$ cat src/rtl/blink_pkg.sv
// ---------------------------------------------------------------------------
// blink_pkg
//  Shared types and constants for the blink controller slice.
//  - timer_state_t : state encoding of the segment timer FSM
//  - CNT_W         : width of the tick-count request/target
//  - ON_TICKS / OFF_TICKS : segment lengths used by the blink state machine
// ---------------------------------------------------------------------------
package blink_pkg;

    localparam int CNT_W = 3;

    localparam logic [CNT_W-1:0] ON_TICKS  = 3'd6;
    localparam logic [CNT_W-1:0] OFF_TICKS = 3'd4;

    typedef enum logic [1:0] {
        T_IDLE = 2'd0,
        T_RUN  = 2'd1,
        T_DONE = 2'd2
    } timer_state_t;

endpackage

$ cat src/rtl/blink_timer_tick_prescaler.sv
// ---------------------------------------------------------------------------
// tick_prescaler
//  Free-running divider that produces one tick every CYCLES_PER_TICK enabled
//  clock cycles. The counter counts 0..CYCLES_PER_TICK-1 and wraps to 0.
// Ports
//  i_clk    in  1  system clock
//  i_rst_n  in  1  synchronous active-low reset (counter to 0)
//  i_clear  in  1  synchronous clear to 0; wins over i_run
//  i_run    in  1  count enable
//  o_tick   out 1  one-cycle pulse in the last cycle of each tick period
// ---------------------------------------------------------------------------
module tick_prescaler #(
    parameter int CYCLES_PER_TICK = 50_000_000
) (
    input  logic i_clk,
    input  logic i_rst_n,
    input  logic i_clear,
    input  logic i_run,
    output logic o_tick
);

    localparam int PW = $clog2(CYCLES_PER_TICK);
    localparam logic [PW-1:0] LAST = PW'(CYCLES_PER_TICK - 1);

    logic [PW-1:0] cnt_q;
    logic [PW-1:0] cnt_d;
    logic          at_end_s;

    // Next-count logic: clear beats counting; wrap at the last cycle of a period.
    always_comb begin
        cnt_d    = cnt_q;
        at_end_s = (cnt_q == LAST);
        if (i_clear) begin
            cnt_d = {PW{1'b0}};
        end else if (i_run) begin
            if (at_end_s) begin
                cnt_d = {PW{1'b0}};
            end else begin
                cnt_d = cnt_q + PW'(1);
            end
        end else begin
            cnt_d = cnt_q;
        end
    end

    // Prescaler counter register with synchronous reset.
    always_ff @(posedge i_clk) begin
        if (!i_rst_n) begin
            cnt_q <= {PW{1'b0}};
        end else begin
            cnt_q <= cnt_d;
        end
    end

    // A tick is only reported on a cycle where the count actually advances.
    assign o_tick = i_run & ~i_clear & at_end_s;

endmodule

$ cat src/rtl/blink_timer.sv
// ---------------------------------------------------------------------------
// blink_timer
//  Segment timer pacing the blink state machine. On a count request it latches
//  the requested length (in ticks), counts prescaled ticks, and at the end of
//  the segment returns a one-cycle o_enable pulse that advances the state
//  machine. A zero-length request completes on the next cycle.
// Ports
//  i_clk           in  1      system clock
//  i_rst_n         in  1      synchronous active-low reset
//  i_flag_counter  in  1      count request, held high for the whole segment
//  i_count_ena     in  CNT_W  segment length in ticks, sampled only at load
//  o_enable        out 1      one-cycle pulse: segment complete
//  o_busy          out 1      high while counting
//  o_tick_count    out CNT_W  ticks elapsed in the current segment
// ---------------------------------------------------------------------------
module blink_timer
    import blink_pkg::*;
#(
    parameter int CYCLES_PER_TICK = 50_000_000,
    parameter int CNT_W           = blink_pkg::CNT_W
) (
    input  logic             i_clk,
    input  logic             i_rst_n,
    input  logic             i_flag_counter,
    input  logic [CNT_W-1:0] i_count_ena,
    output logic             o_enable,
    output logic             o_busy,
    output logic [CNT_W-1:0] o_tick_count
);

    timer_state_t     state_q;
    timer_state_t     state_d;
    logic [CNT_W-1:0] target_q;
    logic [CNT_W-1:0] target_d;
    logic [CNT_W-1:0] tick_cnt_q;
    logic [CNT_W-1:0] tick_cnt_d;

    logic             presc_clear_s;
    logic             presc_run_s;
    logic             tick_s;

    // The prescaler only runs inside a live segment; anywhere else (including
    // the abort cycle) it is held at 0 so every segment starts on a full tick.
    assign presc_run_s   = (state_q == T_RUN);
    assign presc_clear_s = (state_q != T_RUN) | ~i_flag_counter;

    tick_prescaler #(
        .CYCLES_PER_TICK(CYCLES_PER_TICK)
    ) u_tick_prescaler (
        .i_clk   (i_clk),
        .i_rst_n (i_rst_n),
        .i_clear (presc_clear_s),
        .i_run   (presc_run_s),
        .o_tick  (tick_s)
    );

    // Next-state, target and tick-count logic.
    always_comb begin
        state_d    = state_q;
        target_d   = target_q;
        tick_cnt_d = tick_cnt_q;
        case (state_q)
            T_IDLE: begin
                if (i_flag_counter) begin
                    target_d   = i_count_ena;
                    tick_cnt_d = {CNT_W{1'b0}};
                    if (i_count_ena == {CNT_W{1'b0}}) begin
                        state_d = T_DONE;
                    end else begin
                        state_d = T_RUN;
                    end
                end else begin
                    state_d = T_IDLE;
                end
            end
            T_RUN: begin
                // Abort is checked first so a dropped request never yields a pulse,
                // even when it coincides with the final tick.
                if (!i_flag_counter) begin
                    state_d    = T_IDLE;
                    tick_cnt_d = {CNT_W{1'b0}};
                end else if (tick_s) begin
                    // target_q is non-zero in RUN, so target_q-1 cannot underflow.
                    if (tick_cnt_q == (target_q - CNT_W'(1))) begin
                        state_d    = T_DONE;
                        tick_cnt_d = {CNT_W{1'b0}};
                    end else begin
                        tick_cnt_d = tick_cnt_q + CNT_W'(1);
                    end
                end else begin
                    tick_cnt_d = tick_cnt_q;
                end
            end
            T_DONE: begin
                // Forced IDLE cycle lets the state machine present its next length.
                state_d    = T_IDLE;
                tick_cnt_d = {CNT_W{1'b0}};
            end
            default: begin
                state_d    = T_IDLE;
                tick_cnt_d = {CNT_W{1'b0}};
            end
        endcase
    end

    // State, target and tick-count registers with synchronous reset.
    always_ff @(posedge i_clk) begin
        if (!i_rst_n) begin
            state_q    <= T_IDLE;
            target_q   <= {CNT_W{1'b0}};
            tick_cnt_q <= {CNT_W{1'b0}};
        end else begin
            state_q    <= state_d;
            target_q   <= target_d;
            tick_cnt_q <= tick_cnt_d;
        end
    end

    assign o_enable     = (state_q == T_DONE);
    assign o_busy       = (state_q == T_RUN);
    assign o_tick_count = tick_cnt_q;

endmodule
$ cat config.mk
export PLATFORM = sky130hd
export DESIGN_NAME = blink_timer
export DESIGN_NICKNAME = d
export VERILOG_FILES = /design/src/rtl/blink_pkg.sv /design/src/rtl/blink_timer_tick_prescaler.sv /design/src/rtl/blink_timer.sv
export SDC_FILE = /design/constraint.sdc
export NUM_CORES = 1
export LEC_CHECK = 0
export ABC_AREA = 1
export CAP_MARGIN = 10
export CELL_PAD_IN_SITES_DETAIL_PLACEMENT = 1
export CELL_PAD_IN_SITES_GLOBAL_PLACEMENT = 1
export CORE_ASPECT_RATIO = 1.75
export CORE_MARGIN = 4
export CORE_UTILIZATION = 42
export DETAILED_ROUTE_END_ITERATION = 6
export PLACE_DENSITY_LB_ADDON = 0.05
export SYNTH_ARGS = -nofsm -noshare
export SYNTH_HDL_FRONTEND = slang
export SYNTH_SLANG_ARGS = --single-unit
$ cat constraint.sdc
create_clock -name i_clk -period 1.6 [get_ports i_clk]
set_clock_uncertainty 0.05 [all_clocks]
set_input_delay 0.16 -clock i_clk [delete_from_list [all_inputs] [get_ports i_clk]]
set_output_delay 0.16 -clock i_clk [all_outputs]
set_load 0.02 [all_outputs]
; Yosys cells after proc, flatten, opt, wreduce, memory -nomap -nowiden
; Index checks and enable logic that the tools add are counted.
[op_classes]
addsub = 3
multipliers = 0
n_div = 0
n_lt_le_gt_ge = 0
eq_ne = 8
shift = 0
n_mux = 12
n_bitwise = 6
n_reduce_logical = 6
[ops]
columns = op, n
row1 = "26-bit by 1-bit adder with 26-bit output, second input constant", 1
row2 = "26-bit == test, second input constant", 1
row3 = 26-bit two-way mux, 1
row4 = 3-bit two-way mux, 4
row5 = 2-bit two-way mux, 5
row6 = "3-bit inequality test, second input constant", 2
row7 = 3-bit one-hot mux with 2 select lines, 1
row8 = 2-bit AND reduction, 3
row9 = 2-bit one-hot mux with 2 select lines, 1
row10 = "3-bit by 1-bit adder with 3-bit output, second input constant", 1
row11 = 3-bit == test, 1
row12 = 3-bit logical NOT, 1
row13 = 1-bit inverter, 3
row14 = "3-bit by 1-bit subtractor with 3-bit output, second input constant", 1
row15 = 1-bit AND, 2
row16 = "2-bit by 1-bit == test with 1-bit output, second input constant", 1
row17 = "2-bit == test, second input constant", 1
row18 = 2-bit logical NOT, 1
row19 = "2-bit by 1-bit inequality test with 1-bit output, second input constant", 1
row20 = "2-bit inequality test, second input constant", 1
row21 = 2-bit OR reduction, 1
row22 = 1-bit OR, 1
[word_totals]
regBits = 34
latch_bits = 0
mem_bits_rw = 0
mem_bits_ro = 0
wordCells = 39
n_memories = 0

; Depth between registers and ports, before layout
[logic_depth]
ltp_word = 8
ltp_mapped = 11
ltp_nobuf = 11

; By module
; A second synthesis with hierarchy kept.
[unflattened]
hier_cells = 335
area_unflattened_um2 = 2068.2
[by_module_without_submodules]
columns = mod, n_inst, cells_per_inst, area_per_inst_um2
row1 = tick_prescaler, 1, 257, 1556.5
row2 = blink_timer, 1, 78, 511.7

; Least setup slack after synthesis
; No wires, ideal clock.
[synth_timing]
path_kind = reg-to-reg
startpoint = register u_tick_prescaler.cnt_q[0]
endpoint = register state_q[0]
setup_ns = 0.115
t_arrival_ns = 1.279
required_ns = 1.435
setup_slack_ns = 0.156
stages_incl_launch_ff = 11
n_path_buf = 0
synth_period_minus_slack_ns = 1.444
cell_sequence = dfxtp_1 > ha_1 > nand2_1 > nor2_1 > nand3_1 > nor2_1 > nand2_1 > nand2_2 > nand2_1 > o21ai_0 > inv_1
[synth_via]
elab_chain_cells = 4
[synth_lines]
columns = element, line_no
row1 = from (decl), blink_timer_tick_prescaler.sv:25  ; logic [PW-1:0] cnt_q;
row2 = from (signal assigned), blink_timer_tick_prescaler.sv:49  ; cnt_q <= {PW{1'b0}};
row3 = from (signal assigned), blink_timer_tick_prescaler.sv:51  ; cnt_q <= cnt_d;
row4 = 26-bit == test, blink_timer_tick_prescaler.sv:32  ; at_end_s = (cnt_q == LAST);
row5 = 1-bit AND, blink_timer_tick_prescaler.sv:56  ; assign o_tick = i_run & ~i_clear & at_end_s;
row6 = 3-bit inequality test (no line), --
row7 = 2-bit AND reduction (no line), --
row8 = to (signal assigned), blink_timer.sv:113  ; state_q <= state_d;
row9 = to (decl), blink_timer.sv:31  ; timer_state_t state_q;
; Every way passes these cells.
; A chain may end at the register's enable or synchronous reset.

; Final worst setup path
[layout_timing]
startpoint = register tick_cnt_q[0], in the netlist o_tick_count[0]
endpoint = output port o_tick_count[0]
[layout_rtl]
columns = element, line_no
row1 = from (decl), blink_timer.sv:35  ; logic [CNT_W-1:0] tick_cnt_q;
row2 = from (signal assigned), blink_timer.sv:111  ; tick_cnt_q <= {CNT_W{1'b0}};
row3 = from (signal assigned), blink_timer.sv:115  ; tick_cnt_q <= tick_cnt_d;
row4 = to (decl), blink_timer.sv:28  ; output logic [CNT_W-1:0] o_tick_count
; No word-level cell between the ends.

==> results.toml <==
[die]
rows = 32
die_w_um = 58.6
dieArea_um2 = 5650
core_um2 = 4360
io-pin-count = 11
die_h_um = 96.5
start_util_pct = 43.1

[yosys]
synth.distinct_cells = 26
yosys_warnings = 0
synth.avg_cell_area_um2 = 6.44
syn_inst = 292
ys_ff_latch = 34
netlist_area_um2 = 1880
syn_nets = 301
synth-seq-area-share_pct = 36.2

[run]
cap_viol_max_count = 0

[placed_design]
placed_area_um2 = 2150
portBuffers = 10
dp.cells = 367
dp_hpwl_mm = 4.47
preCtsSetupSlack_ps = -26.5
gp_congestion = 0.826

[power]
total_power_mw = 1.78
p_leak_nw = 0.913
powerDensity_nw_per_um2 = 751
ir_worst_vdd_v = 0.000566

[critical_path]
critPathKind = "reg -> out"
cp_max_fo = 5
critPathLaunch = "o_tick_count[0]$_SDFFE_PN0P_"
cp.required_ps = 1390
cp_slowest_cell = "clkdlybuf4s50_1"
cp_slowest_stage_delay_ps = 640
reg2reg_slack_ps = 80
ff2ff_path_depth = 10
critPathTopFamily = "buffers and inverters"
rr_endpoint = "state_q[0]$_SDFFE_PN0P_"
arrival_ps = 1350
startpoint_type = "flop"
r2r_start = "u_tick_prescaler.cnt_q[1]$_SDFFE_PP0N_"
path_buf_inv = 1
endpoint_kind = "primary output"
cp_cell_sequence = "clkdlybuf4s50_1"

[route]
vias = 1945
wl_mm = 5.57
drc = 0
ant_nets = 0
drt_iter0_markers = 23
avgRoutedWirePerCell_um = 14.7
dr.pass1.iters = 2
avgViaCountPerCell = 5.13

[global_route]
grt_pass1_wl_mm = 9.25
grt_max_degree = 11
overflow = 0
antenna_found_initial = 0
grt.total_usage_pct = 21.7
grt_pass1_vias = 2165

[layout]
final_cell_mix = "nand2_1, nor2_1, inv_1, dfxtp_1, nand3_1"
finalNetCount = 336
final_area_um2 = 2380
synthToLayoutAreaGrowth_pct = 26.4
finalNonFillerCells = 379
drive_above_1_share_pct = 21.3
diodes = 0
final_common_cell = "nand2_1"

[cts]
htree_levels = 2
tritoncts = "built"
clockRootBuffer = "clkbuf_8"
clock-sinks = 34
clkLatencyLatePin_ps = 290
clk_pin_slew_ps = 70
hold_buffers = 0
numCtsBuffers = 5
clk_path_buf_depth = 2

[sta]
fmax_ghz = 0.640
setup_viol = 0
hold_slack_ps = 455
hold_violations = 0
rsz0062_at_grt = "yes"
report.final.slew_viol_count = 0
finalCritPeriodShare_pct = 97.6
worst_pin_slew_ps = 354
timing.final.crit_period_ps = 1560
slew_headroom_pct = 76.2
fin_ws_ps = 38.1

[hold_path]
min_delay_path_depth = 2
hold_start = "target_q[2]$_SDFFE_PN0P_"
min_path_type = "reg -> reg"
min_to = "target_q[2]$_SDFFE_PN0P_"

[outcome]
outcome = "completed"
per-stage QoR:
step / util (%) / TNS, ps
final: 54.5 / 0
after global routing: 54.5 / -348
after CTS: 51.5 / 0
after detailed placement: 49.3 / -52.1
after global placement: 49.3 / 0
after floorplan: - / 0
flip-flops by register name (all words and copies together) (netlist names):
name / flops
o_tick_count: 3
u_tick_prescaler.cnt_q: 26
state_q: 2
target_q: 3
cells in the mapped netlist:
| master | number | area share (%) |
|---|---|---|
| nand3_1 | 25 | 6.7 |
| clkinv_1 | 2 | 0.40 |
| clkbuf_1 | 1 | 0.20 |
| inv_2 | 5 | 1.0 |
| nor2_4 | 5 | 3.0 |
| nand2_4 | 1 | 0.60 |
| ha_1 | 3 | 2.0 |
| nor3b_1 | 2 | 0.80 |
| inv_1 | 34 | 6.8 |
| nand2_2 | 4 | 1.3 |
| nand2_1 | 69 | 14 |
| buf_4 | 1 | 0.40 |
| or2_0 | 1 | 0.33 |
| xor2_1 | 6 | 2.8 |
| nor3_1 | 11 | 2.9 |
| nor2_2 | 2 | 0.67 |
| xnor2_1 | 1 | 0.47 |
| nand4_1 | 3 | 1.0 |
| a21oi_1 | 8 | 2.1 |
| nor4_1 | 1 | 0.33 |
| dfxtp_1 | 34 | 36 |
| nor2_1 | 61 | 12 |
| a31oi_1 | 2 | 0.67 |
| nand3_2 | 2 | 1.1 |
| o21ai_0 | 7 | 1.9 |
| o2111ai_1 | 1 | 0.47 |
power breakdown:
group          internal [mW]  leakage [nW]  switching, mW
sequential             0.865         0.278         0.0164
clock                  0.347        0.0482          0.315
combinational         0.0990         0.587          0.142
total                   1.31         0.913          0.474
cells by family (layout without fill, tap and decap cells):
family | Yosys count | in the layout | share of synthesized area (%)
XOR/XNOR | 7 | 7 | 3.26
flip-flops | 34 | 34 | 36.2
buffers and inverters | 43 | 79 | 8.78
AND/OR/NAND/NOR | 187 | 187 | 44.6
adder cells (fa/ha/maj) | 3 | 3 | 2.00
AO/OA/AOI/OAI | 18 | 18 | 5.12
metal layers:
metal / share of wire (%) / wire (um) / vias to the layer above / global-route usage, %
met1: 32 / 1780 / 914 / 18.3
met4: 4.7 / 261 / 0 / 12.5
met3: 1.7 / 94 / 21 / 2.93
met5: 0 / 0 / - / 0
li1: - / - / 982 / -
met2: 62 / 3430 / 28 / 45.4
worst max path at each step:
stage	to	slack [ps]	cells past startpoint
detailed placement	state_q[0]$_SDFFE_PN0P_	-30	10
finish	o_tick_count[0]	40	1
floorplan	state_q[0]$_SDFFE_PN0P_	160	10
global placement	state_q[0]$_SDFFE_PN0P_	6	11
global route	state_q[0]$_SDFFE_PN0P_	-60	10
CTS	state_q[0]$_SDFFE_PN0P_	5	11
timing repair:
action / in CTS / in global routing
pin swaps: 0 / 8
setup buffers: 0 / 4
setup endpoints to repair: 4 / 28
gates cloned: 0 / 0
resized for setup: 4 / 30
final cells by class:
class | count | area (um^2)
tap | 51 | 63.8
multi-input combinational | 215 | 1120
clock buffer | 7 | 86.3
fill | 602 | 1990
clock inverter | 1 | 5.00
timing repair buffer | 30 | 254
sequential | 34 | 687
inverter | 41 | 156
Power figures use the tool's default switching activity.
